[src/rtl/branch_predictor.sv]
// Direct-mapped BTB with saturating direction counters for the fetch stage.
// The prediction is registered one cycle after the lookup; EXEC trains it via the update port.
module branch_predictor #(
  parameter int XLEN    = 32,
  parameter int ENTRIES = 64,
  parameter int TAG_W   = 8,
  parameter int CNT_W   = 2
) (
  input  logic            clk,
  input  logic            rst_n,
  input  logic            lookupEn,
  input  logic [XLEN-1:0] lookupPc,
  output logic            predValid,
  output logic            predTaken,
  output logic [XLEN-1:0] predTarget,
  output logic            ready,
  input  logic            updEn,
  input  logic [XLEN-1:0] updPc,
  input  logic            updTaken,
  input  logic [XLEN-1:0] updTarget,
  input  logic            updJmp,
  input  logic            flush
);

  localparam int IDX_W = $clog2(ENTRIES);
  localparam logic [CNT_W-1:0] CMAX = '1;
  localparam logic [CNT_W-1:0] WEAK = CNT_W'(1 << (CNT_W - 1));

  typedef enum logic {S_INIT, S_RUN} state_t;

  state_t            state, state_nx;
  logic [IDX_W-1:0]  clr_idx, clr_idx_nx;
  logic              clr_en;

  logic [ENTRIES-1:0] ent_valid;
  logic [TAG_W-1:0]   ent_tag [ENTRIES];
  logic [XLEN-1:0]    ent_tgt [ENTRIES];
  logic [CNT_W-1:0]   ent_cnt [ENTRIES];

  logic [IDX_W-1:0]  lk_idx, up_idx;
  logic [TAG_W-1:0]  lk_tag, up_tag;
  logic              lk_hit, lk_taken;
  logic              up_hit, upd_do, upd_wr, upd_wr_tgt, upd_alloc;
  logic [CNT_W-1:0]  upd_cnt;
  logic              unused_upd_pc;

  assign lk_idx = lookupPc[IDX_W+1:2];
  assign lk_tag = lookupPc[IDX_W+1+TAG_W:IDX_W+2];
  assign up_idx = updPc[IDX_W+1:2];
  assign up_tag = updPc[IDX_W+1+TAG_W:IDX_W+2];
  assign unused_upd_pc = ^updPc;

  assign ready    = (state == S_RUN);
  assign lk_hit   = ent_valid[lk_idx] && (ent_tag[lk_idx] == lk_tag);
  assign lk_taken = lk_hit && ent_cnt[lk_idx][CNT_W-1];
  assign up_hit   = ent_valid[up_idx] && (ent_tag[up_idx] == up_tag);
  // flush takes priority over a same-cycle update
  assign upd_do   = ready && updEn && !flush;

  always_ff @(posedge clk or negedge rst_n) begin
    if (!rst_n) begin
      state   <= S_INIT;
      clr_idx <= '0;
    end else begin
      state   <= state_nx;
      clr_idx <= clr_idx_nx;
    end
  end

  always_comb begin
    state_nx   = state;
    clr_idx_nx = clr_idx;
    clr_en     = 1'b0;
    case (state)
      S_INIT: begin
        clr_en = 1'b1;
        if (flush) begin
          clr_idx_nx = '0;
        end else begin
          clr_idx_nx = clr_idx + 1'b1;
          if (clr_idx == IDX_W'(ENTRIES - 1)) state_nx = S_RUN;
        end
      end
      S_RUN: begin
        if (flush) begin
          state_nx   = S_INIT;
          clr_idx_nx = '0;
        end
      end
      default: state_nx = S_INIT;
    endcase
  end

  always_comb begin
    upd_cnt    = ent_cnt[up_idx];
    upd_wr     = 1'b0;
    upd_wr_tgt = 1'b0;
    upd_alloc  = 1'b0;
    if (up_hit) begin
      upd_wr = 1'b1;
      if (updJmp) begin
        upd_cnt    = CMAX;
        upd_wr_tgt = 1'b1;
      end else if (updTaken) begin
        upd_cnt    = (upd_cnt == CMAX) ? CMAX : upd_cnt + 1'b1;
        upd_wr_tgt = 1'b1;
      end else begin
        upd_cnt = (upd_cnt == '0) ? '0 : upd_cnt - 1'b1;
      end
    end else if (updTaken || updJmp) begin
      upd_wr     = 1'b1;
      upd_wr_tgt = 1'b1;
      upd_alloc  = 1'b1;
      upd_cnt    = updJmp ? CMAX : WEAK;
    end
  end

  always_ff @(posedge clk or negedge rst_n) begin
    if (!rst_n) begin
      ent_valid <= '0;
    end else if (clr_en) begin
      ent_valid[clr_idx] <= 1'b0;
    end else if (upd_do && upd_alloc) begin
      ent_valid[up_idx] <= 1'b1;
    end
  end

  // Payload arrays carry no reset: nothing reads them until the entry is valid.
  always_ff @(posedge clk) begin
    if (upd_do && upd_wr) begin
      ent_cnt[up_idx] <= upd_cnt;
      if (upd_wr_tgt) ent_tgt[up_idx] <= updTarget;
      if (upd_alloc)  ent_tag[up_idx] <= up_tag;
    end
  end

  always_ff @(posedge clk or negedge rst_n) begin
    if (!rst_n) begin
      predValid  <= 1'b0;
      predTaken  <= 1'b0;
      predTarget <= '0;
    end else if (lookupEn && ready) begin
      predValid  <= 1'b1;
      predTaken  <= lk_taken;
      predTarget <= lk_taken ? ent_tgt[lk_idx] : lookupPc + XLEN'(4);
    end else begin
      predValid  <= 1'b0;
    end
  end

endmodule
[config.mk]
export PLATFORM = sky130hd
export DESIGN_NAME = branch_predictor
export DESIGN_NICKNAME = d
export VERILOG_FILES = /design/src/rtl/branch_predictor.sv
export SDC_FILE = /design/constraint.sdc
export NUM_CORES = 2
export LEC_CHECK = 0
export CAP_MARGIN = 20
export CORE_MARGIN = 3
export CORE_UTILIZATION = 45
export DETAILED_ROUTE_END_ITERATION = 7
export PLACE_DENSITY_LB_ADDON = 0.05
export SYNTH_ARGS = -nofsm -noshare
export SYNTH_HDL_FRONTEND = slang
export SYNTH_SLANG_ARGS = --single-unit
[constraint.sdc]
create_clock -name clk -period 12.5 [get_ports clk]
set_input_delay 1.875 -clock clk [delete_from_list [all_inputs] [get_ports clk]]
set_output_delay 1.875 -clock clk [all_outputs]
set_load 0.005 [all_outputs]
-- Yosys cells after proc, flatten, opt, wreduce, memory -nomap -nowiden
Memories as Yosys holds them, arrays and structs flattened.
Cells that the tools add are included.
- bits in registers: 105
- RAM bits: 2688
- input bits: 103
- output and inout bits: 35
- word-level logic and storage cells: 81
- memories: 3
- add/subtract/negate cells: 4
- $lt $le $gt $ge: 5
- equal/unequal tests: 6
- mux-type cells: 40
- bitwise operators: 4
- reduce and logical (&&, ||, !) cells: 13
- memories (memory ; depth ; width ; read ports ; clocked after memory_dff ; write ports ; RTL line ; RTL):
    ent_tgt ; 64 ; 32 ; 1 ; 0 ; 1 ; 37 ; logic [XLEN-1:0] ent_tgt [ENTRIES];
    ent_tag ; 64 ; 8 ; 2 ; 0 ; 1 ; 36 ; logic [TAG_W-1:0] ent_tag [ENTRIES];
    ent_cnt ; 64 ; 2 ; 2 ; 0 ; 1 ; 38 ; logic [CNT_W-1:0] ent_cnt [ENTRIES];
- operators by type and width (kind ; count):
    64-bit 2-to-1 mux ; 2
    64-bit bitwise AND ; 1
    64-bit inverter ; 1
    64-bit bitwise OR ; 1
    32-bit by 3-bit adder with 32-bit output, second input constant ; 1
    32-bit 2-to-1 mux ; 1
    1-bit 2-to-1 mux ; 23
    6-bit by 7-bit less-than comparator with 1-bit output, second input constant ; 3
    8-bit equality test ; 2
    1-bit binary-select mux with 6-bit select ; 2
    1-bit demux with 6-bit select ; 2
    6-bit by 1-bit greater-or-equal comparator with 1-bit output, second input constant ; 2
    2-bit 2-to-1 mux ; 6
    6-bit 2-to-1 mux ; 2
    6-bit one-hot mux with 2 select lines ; 1
    1-bit logical AND ; 10
    6-bit by 1-bit adder with 6-bit output, second input constant ; 1
    6-bit equality test, second input constant ; 1
    2-bit by 1-bit adder with 2-bit output, second input constant ; 1
    2-bit equality test, second input constant ; 1
    2-bit logical NOT ; 1
    2-bit by 1-bit != test with 1-bit output, second input constant ; 1
    2-bit != test, second input constant ; 1
    1-bit one-hot mux with 2 select lines ; 1
    4 further kinds ; 4

-- Logic depth before layout (Yosys ltp)
- word-level depth: 7
- depth in mapped cells: 18
- gate-level depth less buffers: 9

-- Worst setup path after synthesis
OpenSTA, ideal clock, no wires.
- kind: input to register
- start: input port updPc[3]
- end: memory ent_cnt[0][1], data pin
- library setup time: 0.531 ns
- arrival time: 5.852 ns
- required time: 11.969 ns
- setup slack: 6.117 ns
- stages: 15
- path buffers: 8
- cell sequence: buf_2 -> buf_4 -> buf_6 -> buf_6 -> buf_6 -> buf_6 -> nor3b_1 -> buf_2 -> buf_1 -> a22oi_1 -> nand4_1 -> a21oi_1 -> o2111ai_1 -> a2111oi_0 -> o21bai_1
- longest elaborated chain between the ends: 6
- elaborated cells on any way between the ends: 16
- classes of those cells: 2 x add/sub; 2 x eq/ne; 8 x mux; 2 x reduce/logical; 2 x memory
- RTL lines (item ; RTL line ; RTL):
    start: declaration ; 18 ; input logic [XLEN-1:0] updPc,
    memory read 64 x 2 bit ; - ;
    2-bit by 1-bit subtractor with 2-bit output (tied with other cells) ; 108 ; upd_cnt = (upd_cnt == '0) ? '0 : upd_cnt - 1'b1;
    2-bit 2-to-1 mux, on equally long branches ; 108, 105 ;
    2-bit 2-to-1 mux ; 104 ; end else if (updTaken) begin
    2-bit 2-to-1 mux ; 101 ; if (updJmp) begin
    2-bit 2-to-1 mux (*) ; 99 ; if (up_hit) begin
    via upd_cnt[1] ; 44 ; logic [CNT_W-1:0] upd_cnt;
    end: declaration ; 38 ;
The timed path passes the listed nets; every way through them passes the cells marked *. The select of a mux whose other input is x is not followed.

-- Worst setup path after layout
- start: input port updPc[3]
- end: memory ent_tag[3][5], enable pin
- longest elaborated chain between the ends: 7
- elaborated cells on any way between the ends: 11
- classes of those cells: 1 x eq/ne; 7 x mux; 2 x reduce/logical; 1 x memory
- RTL lines (item ; RTL line ; RTL):
    memory read 64 x 8 bit / 1-bit binary-select mux with 6-bit select (equally long branches) ; - ;
    8-bit equality test / 1-bit 2-to-1 mux (equally long branches) ; 56 ; assign up_hit = ent_valid[up_idx] && (ent_tag[up_idx] == up_tag);
    1-bit logical AND ; 56 ;
    1-bit 2-to-1 mux ; 99 ;
    1-bit 2-to-1 mux / 1-bit logical AND (equally long branches) ; 133, 130 ;
    1-bit 2-to-1 mux ; 130 ; if (upd_do && upd_wr) begin
    1-bit 2-to-1 mux (not written as such) ; 133 ; if (upd_alloc) ent_tag[up_idx] <= up_tag;
    end: declaration ; 36 ;
Parallel ways exist; a longest one is shown, timed or not. The select of a mux whose other input is x is not followed.

==> run_results.csv <==
group,metric,value,unit
cts,insertion_delay,0.94,ns
cts,hold_buffers,0,
synth,synth.avg_cell_area,20.3,um^2
global_routing,antenna_found_initial,32,
route,routed.top_layer,"met5",
pwr,power,20.5,mW
pwr,power_density,157,nW/um^2
timing,rsz0062_at_grt,"no",
global_routing,grt_usage,28.9,%
global_routing,gr-total-overflow,0,
hold_path,min_path_cells,2,
synth,synth-async-reset-ratio,3.76,%
pwr,switching_share,21.7,%
hold_path,hp-class,"reg -> reg",
cts,numCtsBuffers,319,
final_layout,area_growth,13.6,%
timing,fin_crit,7.04,ns
cts,cts_tree,"built",
pwr,seq_power_share,50.3,%
timing,tns,0,ns
critical_path,crit_path_frequent_cell,"buf_4",
route,wl_met3,26.9,mm
critical_path,cp_slowest_cell,"buf_4",
cts,ctsResizeCount,0,
global_routing,grt_pass1_vias,61600,
route,met1_length,150,mm
global_routing,grt_max_degree,146,
pwr,power_frac_clock,43.9,%
critical_path,crit_type,"in -> reg",
synth,netlist_top_cells_area,"edfxtp_1, mux4_2, dfrtp_1",
final_layout,layout-drive-gt1-share,27.6,%
synth,synth.distinct_cells,86,
pwr,comb_power_share,5.8,%
route,ant_nets,0,
die,die_height,511,um
synth,yosysWarnings,0,
route,drt_wl_total,380,mm
global_routing,grt_pass1_wl,523,mm
die,ioPinCount,138,
critical_path,cp_cell_sequence,"buf_6 -> buf_4 -> mux2i_1 -> o22ai_1 -> o31ai_1 -> nand4_1 -> or3_1 -> a211oi_1 -> nand4b_1 -> o21bai_4 -> buf_4 -> nor2_1 -> buf_4",
hold_path,hold_start,"predTaken",
route,drt_iter0_markers,7809,
timing,slew_headroom,20.9,%
critical_path,cp_max_fo,74,
cts,htree_levels,5,
route,drc,0,
synth,synth-seq-cells,2793,
placed_design,io_buffers,119,
placed_design,place_congestion,0.920,
job,drv_cap,0,
final_layout,final_nets,6033,
hold_path,holdPathEnd,"predTaken",
route,routed_via_density,6.50,
timing,finalSetupViolCount,0,
die,core,252000,um^2
critical_path,cp_data_arrival_time,7.70,ns
synth,synth.net_count,5765,
timing,fin_crit_sh,56.3,%
pwr,power.switching,4.45,mW
critical_path,worstRegToRegCells,11,
critical_path,r2r-start,"ent_tag[32][5]",
synth,synth_top_area_share,70.4,%
route,wl_met2,183,mm
route,wl_per_cell,39.9,um
die,fp.dieArea,261000,um^2
die,rows,184,
status,run_status,"finished clean",
synth,synth_edf_count,2688,
die,start_util,45.4,%
cts,path_clk_slew,0.06,ns
die,die_w,511,um
timing,timing.hold.ws,0.480,ns
timing,hold_viol,0,
synth,syn_area,115000,um^2
cts,cts_setup_buffers,0,
synth,ys.flop_type,"edfxtp_1",
timing,worst_slew_pin_slew,1.18,ns
synth,post-synth-top-area-cell,"edfxtp_1",
pwr,internal-power,16.1,mW
timing,fmax,142,MHz
pwr,peakVddDrop,0.152,mV
critical_path,crit_required,13.16,ns
critical_path,r2r_slack,7.30,ns
critical_path,cp-end-kind,"flop",
critical_path,rr_endpoint,"ent_tag[3][5]",
route,vias,61800,
critical_path,cp-start-kind,"input port",
route,drt_first_pass_iters,6,
placed_design,place_hpwl,215,mm
timing,slew_violations,0,
pwr,p_leak,40.5,nW
cts,clockBufferDepth,4,
timing,fin_skew,0.0522,ns
cts,numClockSinks,2793,
synth,yosysSeqAreaShare,72.7,%
cts,cts-root-buf,"clkbuf_16",
critical_path,cpPeakStageDelay,0.70,ns
synth,netlist_instances,5660,
## state kept, by name, indices dropped and copies added, names as in the netlist
| signal | flops |
|---|---|
| ent_tgt | 2048 |
| ent_tag | 512 |
| ent_cnt | 128 |
| ent_valid | 64 |
| predTarget | 32 |
| clr_idx | 6 |
| predTaken | 1 |
| predValid | 1 |
| ready | 1 |
## power groups by stage
stage | Clock (mW) | Sequential (mW) | Combinational (mW)
CTS | 9.15 | 10.3 | 1.18
floorplan | 0 | 10.5 | 0.658
finish | 9.01 | 10.3 | 1.20
detailed placement | 0 | 10.5 | 1.18
global placement | 0 | 10.5 | 1.17
global route | 9.51 | 10.3 | 1.25
## final cells by class
| cell class | instances | area [um^2] |
|---|---|---|
| Antenna cell | 12 | 30.0 |
| Clock buffer | 418 | 8610 |
| Clock inverter | 124 | 1250 |
| Fill cell | 20200 | 122000 |
| Inverter | 21 | 78.8 |
| Multi-Input combinational cell | 2453 | 29700 |
| Sequential cell | 2793 | 83300 |
| Tap cell | 3348 | 4190 |
| Timing Repair Buffer | 340 | 3080 |
## cell families (layout without fill, tap and decap cells)
family	Yosys count	in the layout	synth area share [%]
buf+inv	414	903	1.94
compound gates	690	690	4.21
xor+xnor	41	41	0.313
fa+ha+maj	3	3	0.0305
flops	2793	2793	72.7
other cells	0	12	0
mux	1002	1002	17.8
simple gates	717	717	3.00
## stage by stage
step	instance area, um^2	setup slack [ns]	std cells	utilization, %
detailed placement	120000	4.77	8924	47.5
global route	130000	5.53	9504	51.6
global placement	120000	4.78	8914	47.5
floorplan	115000	6.12	5660	-
finish	130000	5.46	9509	51.6
CTS	130000	5.73	9466	51.4
## layer usage
layer / track usage (%) / vias to the layer above
li1: - / 24400
met1: 39.4 / 33700
met2: 46.4 / 2916
met3: 4.63 / 745
met4: 12.9 / 6
met5: 0 / -
## worst max-delay path by stage
| stage | startpoint | slack [ns] | endpoint |
|---|---|---|---|
| 3_5_place_dp | updPc[3] | 4.77 | ent_tag[45][6] |
| 4_1_cts | updPc[3] | 5.73 | ent_tag[45][0] |
| 5_1_grt | updPc[3] | 5.53 | ent_tag[3][5] |
| 6_report | updPc[3] | 5.46 | ent_tag[3][5] |
| 3_3_place_gp | updPc[3] | 4.78 | ent_tag[61][1] |
| 2_1_floorplan | updPc[3] | 6.12 | ent_cnt[0][1] |
## cell usage after synthesis (29+ instances only)
cell / instances
edfxtp_1: 2688
mux4_2: 810
nand2_1: 212
nor2_1: 181
clkbuf_1: 169
o21ai_0: 153
mux2i_1: 127
a22oi_1: 105
dfrtp_1: 105
a21oi_1: 97
buf_2: 97
nor3_1: 77
nand3_1: 69
buf_4: 52
mux2_2: 51
a221oi_1: 44
buf_6: 38
buf_1: 30
o21ai_1: 29
## critical path, delay by kind of cell
kind | cells | cell delay, ns
AO/OA/AOI/OAI | 4 | 1.45
multiplexers | 1 | 0.27
buffers and inverters | 4 | 2.14
AND/OR/NAND/NOR | 4 | 1.89
## placed cells by master, fill, tap and decap left out, types with 29 or more instances in the layout
cell type and instances:
nor3_1 75, nand3_1 69, mux4_2 810, a21oi_1 97, buf_2 41, dfrtp_1 105
mux2i_1 127, o21ai_0 153, clkdlybuf4s50_1 69, a22oi_1 105, clkinv_1 45, edfxtp_1 2688
o21ai_1 29, a221oi_1 44, clkbuf_1 79, buf_4 183, nor2_1 114, clkbuf_16 324
mux2_2 51, clkinv_2 42, nor2_4 65, nand2_1 211
Note: power is estimated with default switching activity, not from simulation.
